File: src/rtl/uart_pkg.sv
// Shared UART definitions: receiver state encoding, parity mode constants, vote helper.
package uart_pkg;

   typedef enum logic [2:0] {
      ST_IDLE      = 3'd0,
      ST_START     = 3'd1,
      ST_DATA      = 3'd2,
      ST_PARITY    = 3'd3,
      ST_STOP      = 3'd4,
      ST_WAIT_IDLE = 3'd5
   } rx_state_t;

   localparam logic PAR_EVEN = 1'b0;
   localparam logic PAR_ODD  = 1'b1;

   // 2-of-3 majority
   function automatic logic maj3(input logic a, input logic b, input logic c);
      return (a & b) | (a & c) | (b & c);
   endfunction

endpackage

File: src/rtl/uart_rx_sampler.sv
// Line conditioning for the UART receiver: 2-FF synchroniser and 3-sample mid-bit vote.
module uart_rx_sampler
   import uart_pkg::*;
#(
   parameter int unsigned OVS   = 16,
   parameter int unsigned CNT_W = $clog2(OVS)
) (
   input  logic             clk,
   input  logic             rst,
   input  logic             rx,
   input  logic             rx_tick,
   input  logic [CNT_W-1:0] tick_cnt,
   output logic             rx_s,
   output logic             vote
);

   localparam logic [CNT_W-1:0] T_S0 = CNT_W'(OVS/2 - 1);
   localparam logic [CNT_W-1:0] T_S1 = CNT_W'(OVS/2);

   logic rx_meta;
   logic smp0;
   logic smp1;

   // Two-stage synchroniser, idles high so reset never looks like a start bit
   always_ff @(posedge clk or negedge rst) begin
      if (!rst) begin
         rx_meta <= 1'b1;
         rx_s    <= 1'b1;
      end else begin
         rx_meta <= rx;
         rx_s    <= rx_meta;
      end
   end

   // Capture the two early samples; the third is the live value at the vote tick
   always_ff @(posedge clk or negedge rst) begin
      if (!rst) begin
         smp0 <= 1'b1;
         smp1 <= 1'b1;
      end else if (rx_tick) begin
         if (tick_cnt == T_S0) smp0 <= rx_s;
         if (tick_cnt == T_S1) smp1 <= rx_s;
      end
   end

   assign vote = maj3(smp0, smp1, rx_s);

endmodule

File: src/rtl/uart_rx_ovs.sv
// Oversampling UART receiver with majority vote, parity, 1/2 stop bits, break detect
// and a single-entry valid/ready output buffer with overrun reporting.
module uart_rx_ovs
   import uart_pkg::*;
#(
   parameter int unsigned DATA_W = 8,
   parameter int unsigned OVS    = 16
) (
   input  logic              clk,
   input  logic              rst,
   input  logic              rx_tick,
   input  logic              rx,
   input  logic              par_en,
   input  logic              par_odd,
   input  logic              stop2,
   output logic              m_valid,
   input  logic              m_ready,
   output logic [DATA_W-1:0] m_data,
   output logic              m_perr,
   output logic              m_ferr,
   output logic              ovr_err,
   output logic              brk_det,
   output logic              busy
);

   localparam int unsigned CNT_W = $clog2(OVS);
   localparam int unsigned IDX_W = $clog2(DATA_W);
   localparam logic [CNT_W-1:0] T_VOTE   = CNT_W'(OVS/2 + 1);
   localparam logic [CNT_W-1:0] T_LAST   = CNT_W'(OVS - 1);
   localparam logic [IDX_W-1:0] IDX_LAST = IDX_W'(DATA_W - 1);

   rx_state_t          state_q, state_d;
   logic [CNT_W-1:0]   tick_q, tick_d, tick_nxt;
   logic [IDX_W-1:0]   idx_q, idx_d;
   logic [DATA_W-1:0]  data_q, data_d;
   logic               pbit_q, pbit_d;
   logic               stop1_q, stop1_d;
   logic               ferr_acc_q, ferr_acc_d;
   logic               stop_hi_q, stop_hi_d;
   logic               pen_q, pen_d;
   logic               podd_q, podd_d;
   logic               s2_q, s2_d;

   logic               m_valid_d, m_perr_d, m_ferr_d, ovr_err_d, brk_det_d, busy_d;
   logic [DATA_W-1:0]  m_data_d;

   logic               done_c, frame_perr_c, frame_ferr_c, frame_brk_c;
   logic               rx_s, vote;

   uart_rx_sampler #(
      .OVS   (OVS),
      .CNT_W (CNT_W)
   ) u_sampler (
      .clk      (clk),
      .rst      (rst),
      .rx       (rx),
      .rx_tick  (rx_tick),
      .tick_cnt (tick_q),
      .rx_s     (rx_s),
      .vote     (vote)
   );

   // State and output registers
   always_ff @(posedge clk or negedge rst) begin
      if (!rst) begin
         state_q    <= ST_IDLE;
         tick_q     <= '0;
         idx_q      <= '0;
         data_q     <= '0;
         pbit_q     <= 1'b0;
         stop1_q    <= 1'b0;
         ferr_acc_q <= 1'b0;
         stop_hi_q  <= 1'b0;
         pen_q      <= 1'b0;
         podd_q     <= 1'b0;
         s2_q       <= 1'b0;
         m_valid    <= 1'b0;
         m_data     <= '0;
         m_perr     <= 1'b0;
         m_ferr     <= 1'b0;
         ovr_err    <= 1'b0;
         brk_det    <= 1'b0;
         busy       <= 1'b0;
      end else begin
         state_q    <= state_d;
         tick_q     <= tick_d;
         idx_q      <= idx_d;
         data_q     <= data_d;
         pbit_q     <= pbit_d;
         stop1_q    <= stop1_d;
         ferr_acc_q <= ferr_acc_d;
         stop_hi_q  <= stop_hi_d;
         pen_q      <= pen_d;
         podd_q     <= podd_d;
         s2_q       <= s2_d;
         m_valid    <= m_valid_d;
         m_data     <= m_data_d;
         m_perr     <= m_perr_d;
         m_ferr     <= m_ferr_d;
         ovr_err    <= ovr_err_d;
         brk_det    <= brk_det_d;
         busy       <= busy_d;
      end
   end

   // Frame FSM: bit timing, data capture and completion flags, advanced only on rx_tick
   always_comb begin
      state_d      = state_q;
      tick_d       = tick_q;
      idx_d        = idx_q;
      data_d       = data_q;
      pbit_d       = pbit_q;
      stop1_d      = stop1_q;
      ferr_acc_d   = ferr_acc_q;
      stop_hi_d    = stop_hi_q;
      pen_d        = pen_q;
      podd_d       = podd_q;
      s2_d         = s2_q;
      done_c       = 1'b0;
      frame_perr_c = 1'b0;
      frame_ferr_c = 1'b0;
      frame_brk_c  = 1'b0;
      tick_nxt     = (tick_q == T_LAST) ? '0 : tick_q + CNT_W'(1);

      if (rx_tick) begin
         unique case (state_q)
            ST_IDLE: begin
               if (!rx_s) begin
                  state_d    = ST_START;
                  tick_d     = '0;
                  pen_d      = par_en;
                  podd_d     = par_odd;
                  s2_d       = stop2;
                  stop1_d    = 1'b0;
                  ferr_acc_d = 1'b0;
                  stop_hi_d  = 1'b0;
               end
            end
            ST_START: begin
               tick_d = tick_nxt;
               if (tick_q == T_VOTE && vote) begin
                  state_d = ST_IDLE;
                  tick_d  = '0;
               end else if (tick_q == T_LAST) begin
                  state_d = ST_DATA;
                  idx_d   = '0;
               end
            end
            ST_DATA: begin
               tick_d = tick_nxt;
               if (tick_q == T_VOTE) data_d[idx_q] = vote;
               if (tick_q == T_LAST) begin
                  if (idx_q == IDX_LAST) begin
                     idx_d   = '0;
                     state_d = pen_q ? ST_PARITY : ST_STOP;
                  end else begin
                     idx_d = idx_q + IDX_W'(1);
                  end
               end
            end
            ST_PARITY: begin
               tick_d = tick_nxt;
               if (tick_q == T_VOTE) pbit_d = vote;
               if (tick_q == T_LAST) state_d = ST_STOP;
            end
            ST_STOP: begin
               tick_d = tick_nxt;
               if (tick_q == T_VOTE) begin
                  if (s2_q && !stop1_q) begin
                     stop1_d    = 1'b1;
                     ferr_acc_d = ferr_acc_q | ~vote;
                     stop_hi_d  = stop_hi_q | vote;
                  end else begin
                     // Final stop vote: finish half a bit early to catch a back-to-back start
                     done_c       = 1'b1;
                     frame_ferr_c = ferr_acc_q | ~vote;
                     if (pen_q) begin
                        frame_perr_c = (podd_q == PAR_ODD) ? ~^{data_q, pbit_q}
                                                           :  ^{data_q, pbit_q};
                     end
                     frame_brk_c  = (data_q == '0) && !(pen_q && pbit_q) &&
                                    !(stop_hi_q | vote);
                     state_d      = frame_ferr_c ? ST_WAIT_IDLE : ST_IDLE;
                     tick_d       = '0;
                  end
               end
            end
            ST_WAIT_IDLE: begin
               if (rx_s) state_d = ST_IDLE;
            end
            default: begin
               state_d = ST_IDLE;
               tick_d  = '0;
            end
         endcase
      end
   end

   // Single-entry output buffer: load on completion when free, else flag overrun
   always_comb begin
      m_valid_d = m_valid;
      m_data_d  = m_data;
      m_perr_d  = m_perr;
      m_ferr_d  = m_ferr;
      ovr_err_d = 1'b0;
      brk_det_d = 1'b0;
      busy_d    = (state_d != ST_IDLE);

      if (done_c) begin
         brk_det_d = frame_brk_c;
         if (!m_valid || m_ready) begin
            m_valid_d = 1'b1;
            m_data_d  = data_q;
            m_perr_d  = frame_perr_c;
            m_ferr_d  = frame_ferr_c;
         end else begin
            ovr_err_d = 1'b1;
         end
      end else if (m_valid && m_ready) begin
         m_valid_d = 1'b0;
      end
   end

endmodule

File: config.mk
export PLATFORM = sky130hd
export DESIGN_NAME = uart_rx_ovs
export DESIGN_NICKNAME = d
export VERILOG_FILES = /design/src/rtl/uart_pkg.sv /design/src/rtl/uart_rx_sampler.sv /design/src/rtl/uart_rx_ovs.sv
export SDC_FILE = /design/constraint.sdc
export NUM_CORES = 1
export LEC_CHECK = 0
export CAP_MARGIN = 20
export CORE_UTILIZATION = 40
export DETAILED_ROUTE_END_ITERATION = 12
export PLACE_DENSITY_LB_ADDON = 0.08
export SYNTH_ARGS = -nofsm -noshare
export SYNTH_HDL_FRONTEND = slang
export SYNTH_HIERARCHICAL = 1
export SYNTH_SLANG_ARGS = --single-unit
File: constraint.sdc
create_clock -name clk -period 1.8 [get_ports clk]
set_input_delay 0.36 -clock clk [delete_from_list [all_inputs] [get_ports clk]]
set_output_delay 0.36 -clock clk [all_outputs]
set_load 0.01 [all_outputs]
==> reports/results.env, run 1 <==
STATUS='complete, no violations'
PIN_COUNT_OF_THE_BIGGEST_NET_ENTERING_GLOBAL_ROUTING=23
P_PER_AREA_nW_PER_UM2=1230
CRIT_PATH_START_KIND='flip-flop'
H-TREE-DEPTH=2
YOSYS_WARNINGS=6
TIMING.CRITICAL_PATH.CELLS='maj3_2, and4b_1, o22ai_2, o211ai_1, o211ai_1'
GRT_PASS1_VIAS=1687
DRTITER0DRC=63
SKEW_NS=0.00875
POSTCTSHOLDBUFS=0
CRIT_PATH_MAX_INCR_DELAY_NS=0.54
CRITPATHCAPTURETYPE='flip-flop'
WORST-ENDPOINT-ARRIVAL_NS=1.92
CLOCK_INSERTION_DELAY_WORST_SKEW_NS=0.30
AVGVIACOUNTPERCELL=5.46
REPORT.FINAL.HOLD_VIOL_COUNT=0
FINALNETCOUNT=247
DRV_SLEW=0
SEQUENTIAL_CELL_AREA_IN_THE_FINAL_LAYOUT_UM2=1080
NUMBER_OF_DIODES=0
DIEHEIGHT_UM=76.8
CTS_MAX_PATH_BUFFERS=2
SYNTH.CELL_AREA_UM2=2240
NUMPLACEDINSTANCES=297
WORST_SETUP_SLACK_FINAL_NS=0.0422
NETLIST-CELL-TYPE-COUNT=53
GRT_OVERFLOW=0
WL_UM=4840
WORST_PATH_MOST_REPEATED_CELL='o211ai_1'
FIRST_PASS_GRT_WIRE_LENGTH_UM=8080
DIE_WIDTH_UM=76.8
CRITPATHMAXFANOUT=4
CRIT_PATH_TOP_DELAY_CELL='dfstp_2'
IO-PIN-COUNT=22
GPL.FINAL_WEIGHTED_CONGESTION=0.845
PLACE_WORST_SETUP_SLACK_NS=-0.309
ANTENNA_LEFT=0
HOLD_CLASS='in2async'
SYNTH_LARGEST_TYPE_AREA_FRACTION=0.436
FINISH.UTILIZATION=0.546
GRTUSAGETOTAL=0.176
IR_WORST_VDD_V=0.000629
WIRE_PER_INST_UM=15.8
CLOCK_EDGE_TRANSITION_AT_THE_REGISTERS_ON_THE_REPORTED_SETUP_AND_HOLD_PATHS_NS=0.09
CTS_TREE='built'
RSZ_0062_RAISED_AFTER_GLOBAL_ROUTING='true'
DRT-PASS1-ITER-COUNT=4
MAXIMUM_CLOCK_FREQUENCY_GHz=0.569
SYNTHFLOPTYPE='dfrtp_1'
CELL_AT_THE_ROOT_OF_THE_CLOCK_TREE='clkbuf_8'
SYNTH_AREA_LEADER_CELL='dfrtp_1'
TIMING.SLEW.HEADROOM=0.657
INITIAL_ANTENNA_VIOLATION_COUNT=0
TOTAL_HALF_PERIMETER_WIRELENGTH_AFTER_LEGALIZATION_AND_DETAILED_PLACEMENT_UM=3590
TIMING.MAX_CAP.VIOLATIONS=0
SYNTHTOLAYOUTAREAGROWTH_PCT=27.7
SYNTH-SEQ-AREA-SHARE=0.483
AREA_OF_THE_MULTI_INPUT_GATES_UM2=1170
CLOCK_PERIOD_MINUS_FINAL_WORST_SETUP_SLACK_NS=1.76
LEAK_PWR_nW=1.29
LAYOUT_WORST_PATH_CYCLE_SHARE=0.977
IO_BUF_COUNT=21
SYNTH_CELLS=195
SYN-MEAN-INSTANCE-AREA_UM2=11.5
TIGHTESTPINTRANSITION_NS=0.515
POST_LAYOUT_NONFILLER_INSTANCES=306
POST-ROUTE-DRC-COUNT=0
FINAL.SETUP.TNS_NS=0
ROW_COUNT=26
CORE_AREA_UM2=5240
DIE_AREA_UM2=5900
CTS_MADE_BUFFERS=5
START_UTIL=0.428
LAYOUT-DRIVE-GT1-SHARE=0.280
WORST_PATH_REQUIRED_NS=1.96
TIMING.FINAL.SETUP_VIOLATIONS=0
SYNTH_ENABLE_FLOP_CELLS=0
SYNTHESIZED_FLOP_AND_LATCH_TOTAL=43
CRIT_TYPE='reg2reg'
MAPPEDNETLISTNETS=207
NFILLCELLS=464
POSTSYNTH.ASYNCRESETSHARE=1.00
CLKSINKCOUNT=43
VIA_COUNT=1671
TIMING.REG2REG.SETUP_SLACK_NS=0.04
NETLIST_TOP_CELLS_AREA='dfrtp_1 44%, mux2_1 9.1%, dfstp_2 4.7%, mux2_2 3.0%, xnor2_1 2.3%'
-- power breakdown --
| part | switching, mW | internal, mW | leakage, nW |
|---|---|---|---|
| clock network | 0.327 | 0.349 | 0.0505 |
| logic | 0.709 | 0.729 | 0.689 |
| registers | 0.230 | 1.17 | 0.555 |
-- metrics by stage --
stage / power (mW) / hold WS (ns) / area [um^2]
after global routing: 3.76 / 0.0531 / 2860
after global placement: 2.64 / 0.350 / 2650
after CTS: 3.43 / 0.0380 / 2790
after detailed placement: 2.70 / 0.354 / 2650
final: 3.52 / 0.0225 / 2860
after floorplan: 2.23 / 0.0644 / 2240
-- cells by family (layout without fill, tap and decap cells) --
group	count (synthesis)	after routing	share of synthesized area
AO/OA/AOI/OAI	33	33	0.109
XOR/XNOR	9	9	0.0413
adder cells (fa/ha/maj)	5	5	0.0268
buffers and inverters	17	58	0.0346
flip-flops	43	43	0.483
multiplexers	25	25	0.127
AND/OR/NAND/NOR	63	63	0.178
-- critical path: cells and delay by family (launching register included) --
family / cells / cell delay [ns]
and+or+nand+nor: 1 / 0.28
AOI/OAI and AO/OA: 3 / 0.56
DFF: 1 / 0.54
adders and majority gates: 1 / 0.25
-- what timing repair did --
| action | CTS | global route |
|---|---|---|
| pin swaps | 1 | 3 |
| setup buffers | 0 | 1 |
| hold endpoints to repair | 0 | 0 |
| endpoints found under the setup margin | 5 | 9 |
| gates resized for setup | 8 | 15 |
-- cell usage after synthesis (2+ instances only) --
library cell  instances
a21o_1                2
a21oi_1               2
a31oi_1               2
and3_1                3
and4b_1               2
buf_2                 5
buf_4                 2
clkbuf_1              3
dfrtp_1              39
dfstp_2               4
ha_1                  4
inv_1                 7
mux2_1               18
mux2_2                6
nand2_1               8
nand2b_1              4
nand3_1               4
nand3b_1              4
nand4_1               5
nor2_1               10
nor2b_1               3
nor3_1                4
nor3b_1               4
nor4_1                3
o211ai_1              4
o21a_1                2
o21ai_0               5
o22ai_1               2
o311ai_1              2
o31ai_1               3
xnor2_1               6
xor2_1                2
-- flip-flops by register name, summed over array words and instances, names as in the netlist --
signal and flops:
pbit_q 1, m_valid 1, u_sampler/smp0 1, s2_q 1
ovr_err 1, pen_q 1, u_sampler/rx_meta 1, podd_q 1
m_data 8, ferr_acc_q 1, u_sampler/rx_s 1, busy 1
idx_q 3, tick_q 4, brk_det 1, u_sampler/smp1 1
state_q 3, m_perr 1, m_ferr 1, data_q 8
stop1_q 1, stop_hi_q 1
-- cell usage in the layout, fill, tap and decap left out, types with 5 or more instances in the layout --
| cell | Yosys | routed |
|---|---|---|
| buf_4 | 2 | 21 |
| clkdlybuf4s50_1 | 0 | 19 |
| inv_1 | 7 | 6 |
| o21ai_0 | 5 | 5 |
| nand2_1 | 8 | 8 |
| xnor2_1 | 6 | 6 |
| nor2_1 | 10 | 10 |
| clkbuf_8 | 0 | 7 |
| mux2_2 | 6 | 6 |
| nand4_1 | 5 | 5 |
| mux2_1 | 18 | 16 |
| dfrtp_1 | 39 | 38 |
-- routing by layer --
layer / vias to the layer above / track usage / wire (um)
li1: 795 / - / -
met1: 834 / 0.207 / 2090
met2: 31 / 0.300 / 2500
met3: 11 / 0.0429 / 150
met4: 0 / 0.0808 / 102
met5: - / 0 / 0
-- final cells by class --
type / instances / share of cell area
Sequential cell: 43 / 0.378
Timing Repair Buffer: 43 / 0.135
Multi-Input combinational cell: 135 / 0.411
Clock inverter: 1 / 0.00262
Tap cell: 70 / 0.0306
Inverter: 7 / 0.00919
Clock buffer: 7 / 0.0337
-- path summary, 6_finish.rpt --
kind | from | endpoint | cells after the start
worst max-delay path | u_sampler/rx_s | tick_q[3] | 5
worst min-delay path | rst | m_data[6] | 1
worst max register to register | u_sampler/rx_s | tick_q[3] | 5
worst min register to register | u_sampler/rx_meta | u_sampler/rx_s | 0
max in group asynchronous | rst | u_sampler/smp0 | 2
min in group clk | u_sampler/rx_meta | u_sampler/rx_s | 0
(Power assumes the default switching activity.)
==> inputs of run 2 (changes only) <==
Settings changed: CAP_MARGIN 20 to 15, CORE_UTILIZATION 40 to 51, CTS_CLUSTER_SIZE set to 20.
==> run 2 against run 1 <==
Die area fell by 21%. Sequential share of layout area rose by 0.68 points. Highest routed layer unchanged. Clock power rose by 1%. Worst hold slack improved by 0.056 ns. Largest cell class unchanged. Critical path type unchanged. Setup slack got worse by 0.035 ns. Power rose by 2.1%.
==> reports/results.env, run 2 (synthesis results as in run 1) <==
STATUS='complete, no violations'
SKEW_NS=0.00421  # -0.00454 ns
CTS_MAX_PATH_BUFFERS=2  # unchanged
INITIAL_ANTENNA_VIOLATION_COUNT=0  # unchanged
PIN_COUNT_OF_THE_BIGGEST_NET_ENTERING_GLOBAL_ROUTING=29  # +26%
CTS_TREE='built'
TIMING.FINAL.SETUP_VIOLATIONS=0  # unchanged
FINALNETCOUNT=248  # +0.40%
CRITPATHBUFINV=0  # unchanged
MAXIMUM_CLOCK_FREQUENCY_GHz=0.558  # -1.9%
CTS_MADE_BUFFERS=5  # unchanged
GPL.FINAL_WEIGHTED_CONGESTION=0.855  # +1.2%
POST-LAYOUT-TOTAL-POWER_mW=3.59  # +2.1%
REG_TOP3='data_q (8), m_data (8), tick_q (4)'
TIMING.MAX_CAP.VIOLATIONS=0  # unchanged
CLOCK_PERIOD_MINUS_FINAL_WORST_SETUP_SLACK_NS=1.79  # +0.0348 ns
CELL_AT_THE_ROOT_OF_THE_CLOCK_TREE='clkbuf_8'
WORST-ENDPOINT-ARRIVAL_NS=1.96  # +0.04 ns
VIA_COUNT=1740  # +4.1%
IO-PIN-COUNT=22  # unchanged
IR_WORST_VDD_V=0.000685  # +8.8%
POSTCTSHOLDBUFS=0  # unchanged
NUMBER_OF_DIODES=0  # unchanged
CLKSINKCOUNT=43  # unchanged
IO_BUF_COUNT=21  # unchanged
DIE_WIDTH_UM=68.3  # -11%
DIEHEIGHT_UM=68.3  # -11%
FINAL_AREA_UM2=2810  # -1.7%
POST_DP_CELL_AREA_UM2=2610  # -1.4%
DRT-PASS1-ITER-COUNT=4  # unchanged
SYNTHTOLAYOUTAREAGROWTH_PCT=25.6
TIMING.SLEW.HEADROOM=0.566  # -0.0911
ANTENNA_LEFT=0  # unchanged
TOTAL_HALF_PERIMETER_WIRELENGTH_AFTER_LEGALIZATION_AND_DETAILED_PLACEMENT_UM=3580  # about the same
RSZ_0062_RAISED_AFTER_GLOBAL_ROUTING='true'
CRIT_TYPE='reg2reg'
WL_UM=5150  # +6.4%
TIGHTESTPINTRANSITION_NS=0.651  # +0.137 ns
CRIT_PATH_TOP_DELAY_CELL='dfstp_2'
DIE_AREA_UM2=4660  # -21%
FIN_WORST_HOLD_SLACK_NS=0.0786  # +0.0562 ns
WORST_PATH_MOST_REPEATED_CELL='o211ai_1'
MOST_COMMON_CELL_AFTER_LAYOUT_FILL_AND_TAPS_ASIDE='dfrtp_1'
H-TREE-DEPTH=2  # unchanged
AVGVIACOUNTPERCELL=6.06  # +11%
DRV_SLEW=0  # unchanged
WORST_PATH_REQUIRED_NS=1.97  # about the same
GRTUSAGETOTAL=0.245  # +0.0692
REPORT.FINAL.HOLD_VIOL_COUNT=0  # unchanged
DRTITER0DRC=97  # +54%
WIRE_PER_INST_UM=18.0  # +13%
LAYOUT_COMMON_CELLS='37 x dfrtp_1, 23 x buf_4, 20 x clkdlybuf4s50_1'
CLOCK_EDGE_TRANSITION_AT_THE_REGISTERS_ON_THE_REPORTED_SETUP_AND_HOLD_PATHS_NS=0.08  # about the same
START_UTIL=0.544  # +0.117
LAYOUT-DRIVE-GT1-SHARE=0.266  # -0.0138
CLOCK_INSERTION_DELAY_WORST_SKEW_NS=0.30  # about the same
FIRST_PASS_GRT_WIRE_LENGTH_UM=8120  # +0.52%
GRT_OVERFLOW=0  # unchanged
P_PER_AREA_nW_PER_UM2=1280  # +3.9%
CORE_AREA_UM2=4120  # -21%
CPLARGESTDELAYFAMILY='compound AO/OA/AOI/OAI gates'
HOLD_CLASS='in2async'
TIMING.CRITICAL_PATH.CELLS='maj3_1, and4b_1, o22ai_2, o211ai_1, o211ai_1'
CRITPATHCAPTURETYPE='flip-flop'
CRIT_PATH_START_KIND='flip-flop'
LAYOUT_WORST_PATH_CYCLE_SHARE=0.996  # +0.0193
POST-ROUTE-DRC-COUNT=0  # unchanged
CRITPATHMAXFANOUT=3  # -1
LEAK_PWR_nW=1.28  # -1.4%
CRIT_PATH_MAX_INCR_DELAY_NS=0.54  # about the same
ROW_COUNT=23  # -12%
GRT_PASS1_VIAS=1644  # -2.5%
-- run 2: routing by layer --
| metal | global-route usage | wire, um |
|---|---|---|
| met1 | 0.345 | 2390 |
| met2 | 0.360 | 2430 |
| met3 | 0.0617 | 274 |
| met4 | 0.0911 | 60 |
| met5 | 0 | 0 |
-- run 2: layout make-up --
class,instances,area (um^2)
fillers,310,1300
multi-input cells,135,1160
flip-flops and latches,43,1080
repair buffers,44,378
clock buffers,8,100
well taps,50,62.6
inverters,7,26.3
-- run 2: worst paths after layout --
path / startpoint / to / slack (ns) / depth (start not counted)
min in group clk: u_sampler/rx_meta / u_sampler/rx_s / 0.36 / 0
max: u_sampler/rx_s / tick_q[3] / 0.007 / 5
max in group asynchronous: rst / data_q[5] / 1.11 / 2
min: rst / pen_q / 0.08 / 1
max reg2reg: u_sampler/rx_s / tick_q[3] / 0.007 / 5
min reg2reg: u_sampler/rx_meta / u_sampler/rx_s / 0.36 / 0
-- run 2: through the flow --
step	setup slack, ns	std cells	setup TNS, ns	utilization
after floorplan	0.102	195	0	-
after CTS	0.00779	286	0	0.667
after detailed placement	-0.250	277	-3.48	0.635
after global routing	-0.0716	287	-0.326	0.683
final	0.00743	287	0	0.683
after global placement	-0.214	277	-2.66	0.635
-- run 2: timing repair --
action / 4_1_cts / 5_1_grt
pin swaps: 0 / 2
setup endpoints to repair: 4 / 14
gates resized for setup: 5 / 15
endpoints found under the hold margin: 0 / 0
buffers inserted: 1 / 1
-- run 2: power breakdown --
part / leakage [nW] / internal (mW) / total, mW / switching (mW)
registers: 0.554 / 1.18 / 1.44 / 0.263
clock network: 0.0515 / 0.351 / 0.685 / 0.334
logic: 0.671 / 0.753 / 1.47 / 0.715
